File: src/rtl/mem_data_bridge.sv
// mem_data_bridge
// MEM-stage data-side bus master. Takes the load/store held in EX/MEM, issues
// it on an SRAM-like split bus (req/addr_ok/data_ok), returns the aligned and
// extended load result, and stalls the pipeline until the access completes.
// A transaction already accepted when a flush arrives is drained before the
// block returns to idle.
//
// Bus handshake: a request is accepted in the cycle where data_sram_req and
// data_sram_addr_ok are both 1; its response is the first cycle, either that
// same cycle or a later one, in which data_sram_data_ok is 1. The request
// fields only need to be valid while data_sram_req is 1.
//
// Ports
//   clk, rst               clock, asynchronous active-high reset
//   exception              pipeline flush
//   mem_load, mem_store    MEM-stage access kind (both set = store)
//   mem_size               0 byte, 1 half, 2/3 word
//   mem_sign_ext           load extension select
//   mem_addr, mem_wdata    effective address, right-aligned store data
//   data_sram_*            bus request / response
//   mem_load_data          registered extended load result
//   data_stall             hold EX/MEM and earlier stages
//   addr_err_load/store    misaligned access flags (combinational)
module mem_data_bridge #(
    parameter int ADDR_WIDTH = 32
) (
    input  logic                  clk,
    input  logic                  rst,
    input  logic                  exception,
    input  logic                  mem_load,
    input  logic                  mem_store,
    input  logic [1:0]            mem_size,
    input  logic                  mem_sign_ext,
    input  logic [ADDR_WIDTH-1:0] mem_addr,
    input  logic [31:0]           mem_wdata,
    output logic                  data_sram_req,
    output logic                  data_sram_wr,
    output logic [1:0]            data_sram_size,
    output logic [ADDR_WIDTH-1:0] data_sram_addr,
    output logic [3:0]            data_sram_wstrb,
    output logic [31:0]           data_sram_wdata,
    input  logic                  data_sram_addr_ok,
    input  logic                  data_sram_data_ok,
    input  logic [31:0]           data_sram_rdata,
    output logic [31:0]           mem_load_data,
    output logic                  data_stall,
    output logic                  addr_err_load,
    output logic                  addr_err_store
);

    typedef enum logic [2:0] {
        S_IDLE  = 3'd0,
        S_REQ   = 3'd1,
        S_WAIT  = 3'd2,
        S_DONE  = 3'd3,
        S_DRAIN = 3'd4
    } state_e;

    state_e      state_q, state_d;
    logic [31:0] load_data_q, load_data_d;

    logic        is_load;
    logic [1:0]  size_eff;
    logic        misaligned;
    logic        access;
    logic [7:0]  byte_sel;
    logic [15:0] half_sel;
    logic [31:0] load_ext;

    // A load with mem_store also set is treated as a store.
    assign is_load  = mem_load & ~mem_store;
    assign size_eff = (mem_size == 2'd3) ? 2'd2 : mem_size;

    assign misaligned = ((size_eff == 2'd1) & mem_addr[0]) |
                        ((size_eff == 2'd2) & (mem_addr[1:0] != 2'b00));
    assign access     = (mem_load | mem_store) & ~misaligned & ~exception;

    assign addr_err_load  = is_load & misaligned;
    assign addr_err_store = mem_store & misaligned;

    // Request fields come straight from the MEM inputs, which the stall holds.
    assign data_sram_req  = (state_q == S_REQ);
    assign data_sram_wr   = mem_store;
    assign data_sram_size = size_eff;
    assign data_sram_addr = mem_addr;

    always_comb begin
        data_sram_wstrb = 4'b0000;
        data_sram_wdata = mem_wdata;
        if (mem_store) begin
            case (size_eff)
                2'd0: begin
                    data_sram_wstrb = 4'b0001 << mem_addr[1:0];
                    data_sram_wdata = {4{mem_wdata[7:0]}};
                end
                2'd1: begin
                    data_sram_wstrb = mem_addr[1] ? 4'b1100 : 4'b0011;
                    data_sram_wdata = {2{mem_wdata[15:0]}};
                end
                default: begin
                    data_sram_wstrb = 4'b1111;
                    data_sram_wdata = mem_wdata;
                end
            endcase
        end
    end

    // Pick the addressed lane out of the word-aligned read data and extend it.
    always_comb begin
        byte_sel = data_sram_rdata[{mem_addr[1:0], 3'b000} +: 8];
        half_sel = data_sram_rdata[{mem_addr[1], 4'b0000} +: 16];
        case (size_eff)
            2'd0:    load_ext = {{24{mem_sign_ext & byte_sel[7]}}, byte_sel};
            2'd1:    load_ext = {{16{mem_sign_ext & half_sel[15]}}, half_sel};
            default: load_ext = data_sram_rdata;
        endcase
    end

    // Stall starts combinationally in the IDLE cycle that sees a new access
    // and drops in DONE so EX/MEM advances exactly once per access.
    // It is forced low while reset is asserted.
    assign data_stall = ~rst & (((state_q == S_IDLE) & access) |
                                (state_q == S_REQ) |
                                (state_q == S_WAIT) |
                                (state_q == S_DRAIN));

    assign mem_load_data = load_data_q;

    always_comb begin
        state_d     = state_q;
        load_data_d = load_data_q;
        case (state_q)
            S_IDLE: begin
                if (access) state_d = S_REQ;
            end
            S_REQ: begin
                if (data_sram_addr_ok) begin
                    if (data_sram_data_ok) begin
                        // Accepted and answered at once: nothing left to drain.
                        if (exception) begin
                            state_d = S_IDLE;
                        end else begin
                            state_d = S_DONE;
                            if (is_load) load_data_d = load_ext;
                        end
                    end else begin
                        state_d = exception ? S_DRAIN : S_WAIT;
                    end
                end else if (exception) begin
                    // Not yet accepted, so the request can simply be withdrawn.
                    state_d = S_IDLE;
                end
            end
            S_WAIT: begin
                if (data_sram_data_ok) begin
                    // A flush coinciding with the response just discards it.
                    if (exception) begin
                        state_d = S_IDLE;
                    end else begin
                        state_d = S_DONE;
                        if (is_load) load_data_d = load_ext;
                    end
                end else if (exception) begin
                    state_d = S_DRAIN;
                end
            end
            S_DONE: begin
                state_d = S_IDLE;
            end
            S_DRAIN: begin
                if (data_sram_data_ok) state_d = S_IDLE;
            end
            default: begin
                state_d = S_IDLE;
            end
        endcase
    end

    always_ff @(posedge clk or posedge rst) begin
        if (rst) begin
            state_q     <= S_IDLE;
            load_data_q <= 32'd0;
        end else begin
            state_q     <= state_d;
            load_data_q <= load_data_d;
        end
    end

endmodule

File: config.mk
export PLATFORM = sky130hd
export DESIGN_NAME = mem_data_bridge
export DESIGN_NICKNAME = d
export VERILOG_FILES = /design/src/rtl/mem_data_bridge.sv
export SDC_FILE = /design/constraint.sdc
export NUM_CORES = 1
export LEC_CHECK = 0
export CAP_MARGIN = 5
export CORE_ASPECT_RATIO = 0.75
export CORE_UTILIZATION = 30
export CTS_CLUSTER_SIZE = 24
export DETAILED_ROUTE_END_ITERATION = 16
export PLACE_DENSITY = 0.81
export REMOVE_ABC_BUFFERS = 1
export SYNTH_ARGS = -nofsm -noshare
export SYNTH_HDL_FRONTEND = slang
export SYNTH_SLANG_ARGS = --single-unit
File: constraint.sdc
create_clock -name clk -period 1.7 [get_ports clk]
set_input_delay 0.34 -clock clk [delete_from_list [all_inputs] [get_ports clk]]
set_output_delay 0.34 -clock clk [all_outputs]
set_load 0.01 [all_outputs]
==> Word level (Yosys, flattened, before mapping) <==
Index checks and enable logic that the tools add are counted.
{ "op_classes": {"n_eq_ne": 11, "shift": 3, "mux": 22, "bitwise": 20, "n_reduce_logical": 6} }
{ "ops": {"columns": ["op", "count"], "rows": [
  ["$pmux 32 s2", 3],
  ["$mux 32", 5],
  ["$shiftx 32x6->16", 1],
  ["$shiftx 32x6->8", 1],
  ["$mux 3", 8],
  ["$pmux 3 s4", 1],
  ["$and 1x1->1", 11],
  ["$mux 4", 2],
  ["$pmux 4 s2", 1],
  ["$or 1x1->1", 5],
  ["$eq 2x2->1 const B", 2],
  ["$mux 2", 2],
  ["$ne 2x2->1 const B", 2],
  ["$not 1->1", 4],
  ["$reduce_and 4->1", 1],
  ["$reduce_bool 2->1", 2],
  ["$shl 1x2->4 const A", 1],
  ["$eq 3x1->1 const B", 1],
  ["$eq 3x2->1 const B", 1],
  ["$eq 3x3->1 const B", 1],
  ["$logic_not 3->1", 1],
  ["$ne 3x2->1 const B", 1],
  ["$ne 3x3->1 const B", 1],
  ["$eq 2x1->1 const B", 1],
  ["other kinds (3)", 3]
]} }
{ "totals": {"register_bits": 35, "input_bits": 106} }

==> Longest topological paths before layout <==
{ "depth": {"ltp_word": 13, "ltp_mapped": 6, "depth_no_buf": 4} }

==> Worst setup path after synthesis <==
No wires, ideal clock.
{ "synth_timing": {"path_kind": "input -> output", "startpoint": "input port mem_size[0]", "endpoint": "output port data_sram_wstrb[3]", "arrival_ns": 1.447, "t_required_ns": 1.360, "setup_slack_ns": -0.087, "stages": 5, "cell_sequence": "clkbuf_1 -> buf_2 -> buf_2 -> o21ai_0 -> a21boi_0"} }
{ "synth_between": {"elab_chain_cells": 5, "word_cells_on_any_way": 6, "classes_between": "2 x eq/ne; 3 x mux; 1 x reduce/logical"} }
{ "synth_lines": {"columns": ["element", "line", "source"], "rows": [
  ["start, declared", "32", "input logic [1:0] mem_size,"],
  ["$eq 2x2->1", "72", "assign size_eff = (mem_size == 2'd3) ? 2'd2 : mem_size;"],
  ["$mux 2 *", "72", null],
  ["$eq 2x1->1 or $logic_not 2->1 (tied branches)", "91", "case (size_eff)"],
  ["$pmux 4 s2 *", "91", null],
  ["$mux 4 *", "90", "if (mem_store) begin"],
  ["end, declared", "40", "output logic [3:0] data_sram_wstrb,"]
]} }
Every way passes the cells marked *; elsewhere a longest branch is shown, timed or not.

==> Worst setup path after layout <==
{ "layout_timing": {"startpoint": "register state_q[1]", "endpoint": "register load_data_q[8], in the netlist mem_load_data[8]"} }
{ "layout_between": {"elab_chain_cells": 3, "word_cells_on_any_way": 6, "classes_between": "3 x eq/ne; 1 x mux; 2 x reduce/logical"} }
{ "layout_lines": {"columns": ["element", "line", "source"], "rows": [
  ["start, declared", "59", "state_e state_q, state_d;"],
  ["start signal, assigned", "184", "state_q <= state_d;"],
  ["$eq 3x1->1 or $eq 3x2->1 (tied branches)", "132", "case (state_q)"],
  ["$ne 2x1->1 (no line) or $reduce_bool 2->1 (tied branches)", null, null],
  ["$reduce_and 2->1 (no line)", null, null],
  ["end signal, assigned", "185", "load_data_q <= load_data_d;"],
  ["end, declared", "60", "logic [31:0] load_data_q, load_data_d;"]
]} }
Several ways; a longest one is shown, not always the timed one.
A chain may end at the register's enable or synchronous reset.

==> run summary <==
Max-slew headroom: 68.5%
Post-route DRC: 0
Width of the die: 110 µm
Avg WL per Cell: 20.9 µm
Post-synth top cells: buf_4, nor2_1, dfrtp_1, a21oi_1
Min Tclk post-route: 1.74 ns
Initial drt markers: 165
Max-slew violation count: 0
Crit-path slowest cell: dfrtp_2
GRT Resource Usage Total: 26.5%
Die area: 0.00915 mm²
Most area-consuming cells after synthesis: dfrtp_1, buf_4, mux2_2
Post-DP HPWL: 8850 µm
Initial Utilization: 31.0%
Failing checks: negative setup slack
Gpl congestion: 0.852
Number of setup violations in the final report: 25
Core Area: 0.00849 mm²
Die height: 83.1 µm
Area of the multi-input gates: 0.00155 mm²
Number of synthesized flops with an enable pin: 0
Pre-CTS setup slack: -0.877 ns
Hold_buf cts: 0
Slowest Stage Delay on Critical Path: 0.42 ns
HP Class: flip-flop to flip-flop
Critical Path AT: 1.91 ns
Status: finished, violations left
Worst-margin pin slew: 0.473 ns
Vias in the first global route: 3,049
Top-area cell type share of the netlist area: 33.3%
CP Data Required Time: 1.86 ns
Row Count: 29
Syn Area/Cell: 8.54 µm²
Sequential share of power: 30.3%
Clock network fraction of total power: 18.3%
Synth cell types: 40
Final nets: 568
Hold Startpoint: mem_load_data[27]
Clk pin slew, worst setup/hold paths: 0.06 ns
CTS tree: built
R2R Path Start: state_q[1]
Worst Setup SP: state_q[1]
TritonCTS Buffers: 5
Peak supply drop: 0.000782 V
Final setup TNS: -0.441 ns
Register Area: 877 µm²
PD cells: 1050 mW/mm²
Area Overhead vs Synth: 80.1%
Crit. End Element: flip-flop
GR Overflow Total: 0
Worst-Skew Late Latency: 0.28 ns
CTS Root Cell: clkbuf_16
Clock Skew: 0.00444 ns
Largest net degree at the start of global routing: 36
Synth Warn #: 0
Combinational group share of total power: 51.4%
#FFs+latches synth: 35
Sink Count: 35
Max-cap viol count: 0
Max Freq: 0.573 GHz
H-tree depth: 2
Max clock buf depth: 2
Switch Pwr: 1700 µW
Ratio of cells with drive above 1 in the final layout: 35.3%
CP max FO: 5
Total Power: 4980 µW
Cells along the critical path: nand3b_1 > a2111oi_4 > buf_6 > a21boi_4 > buf_6 > a21oi_2
Initial antenna violation count: 3
Synth Flop Type: dfrtp_1
Total number of vias: 2,981
Total Wirelength: 12,000 µm
Share of the yosys chip area belonging to registers: 33.3%
Port-buffer cells: 152
Final Core Density: 55.8%
I/O Pins: 213
Switch share: 34.1%
Crit path kind: flip-flop to flip-flop
Leak pwr: 0.00206 µW
Via density per instance: 5.20
Final ANT Viol Nets: 0
Unrepaired setup endpoints after global routing: true
Area leader, netlist: dfrtp_1
Post-synthesis cell area: 0.00263 mm²
# fillers: 783
PnR worst setup slack: -0.0439 ns
Total internal power: 3280 µW
CP Launch Type: flip-flop
Async S/R FF share, synth: 100%
First-pass GRT wire length: 17,700 µm
Final period util: 103%
Synthesized netlist cell count: 308
Cell mode on critical path: buf_6
Count leader, synth: buf_4
Final hold vios: 0
DRT Pass-1 Iters: 4
==> per-layer routing <==
metal,wire (µm),global-route usage (%)
met1,5070,33.5
met3,1080,11.5
met5,71,7.74
met4,288,7.78
met2,5470,40.1
==> kinds of logic (layout without fill, tap and decap cells) <==
| family | after synthesis | after routing | share of synthesized area, % |
|---|---|---|---|
| compound gates | 85 | 85 | 22.0 |
| xor+xnor | 1 | 1 | 0.333 |
| buf+inv | 70 | 224 | 16.3 |
| flops | 35 | 35 | 33.3 |
| mux | 34 | 34 | 14.2 |
| other cells | 0 | 3 | 0 |
| simple gates | 83 | 83 | 13.9 |
==> stage by stage <==
stage / std cells / instance area [µm²] / hold slack (ns)
after global placement: 543 / 4190 / 0.512
after CTS: 570 / 4590 / 0.532
after floorplan: 246 / 2230 / 0.403
final: 573 / 4740 / 0.511
after detailed placement: 543 / 4190 / 0.518
after global routing: 573 / 4740 / 0.540
==> power by group through the flow <==
stage               sequential [µW]  clock [µW]  combinational, µW
detailed placement             1500           0               2320
floorplan                      1660           0                663
global placement               1480           0               2270
CTS                            1490         922               2420
global route                   1550         972               2740
finish                         1510         914               2560
==> cells in the final DEF, fill, tap and decap left out, types with 6 or more instances in the layout <==
cell type | netlist | final
inv_1 | 7 | 6
o21ai_0 | 13 | 11
a21oi_2 | 0 | 27
clkdlybuf4s15_1 | 0 | 8
a22oi_1 | 8 | 8
clkdlybuf4s50_1 | 0 | 96
dlygate4sd2_1 | 0 | 20
nor2_1 | 38 | 32
buf_2 | 7 | 12
a21oi_1 | 33 | 6
buf_4 | 42 | 41
mux2_4 | 0 | 9
mux2i_1 | 8 | 8
nand2_1 | 26 | 25
a222oi_1 | 8 | 8
a22o_1 | 9 | 9
buf_6 | 0 | 18
mux2_2 | 26 | 17
dfrtp_1 | 35 | 34
==> critical path, delay by kind of cell, from the launching register on <==
family | cells | cell delay [ns]
AOI/OAI and AO/OA | 3 | 0.64
DFF | 1 | 0.42
buffers and inverters | 2 | 0.33
and+or+nand+nor | 1 | 0.23
==> area by class of cell <==
class,count,area share (%)
Inverter,8,0.687
Antenna cell,3,0.158
Sequential cell,35,18.5
Timing Repair Buffer,209,42.1
Tap cell,108,2.85
Clock inverter,1,0.106
Multi-Input combinational cell,203,32.7
Clock buffer,6,2.93
==> worst paths after layout <==
check                                    end  slack (ns)  cells after the start
setup / recovery            mem_load_data[8]       -0.04                      6
hold / removal             mem_load_data[27]        0.51                      2
setup reg to reg            mem_load_data[8]       -0.04                      6
hold reg to reg            mem_load_data[27]        0.51                      2
max in group asynchronous         state_q[1]        0.72                      3
min in group asynchronous         state_q[2]        0.63                      3
==> registers in the layout, summed over array words and instances (netlist names) <==
| register | flops |
|---|---|
| mem_load_data | 32 |
| state_q | 3 |
==> what timing repair did <==
| item | in CTS | in global routing |
|---|---|---|
| hold endpoints to repair | 0 | 0 |
| pin swaps | 10 | 7 |
| gates cloned | 2 | 0 |
| endpoints found under the setup margin | 77 | 49 |
| buffers inserted | 19 | 2 |
| resized for setup | 179 | 57 |
Power figures use the tool's default switching activity.
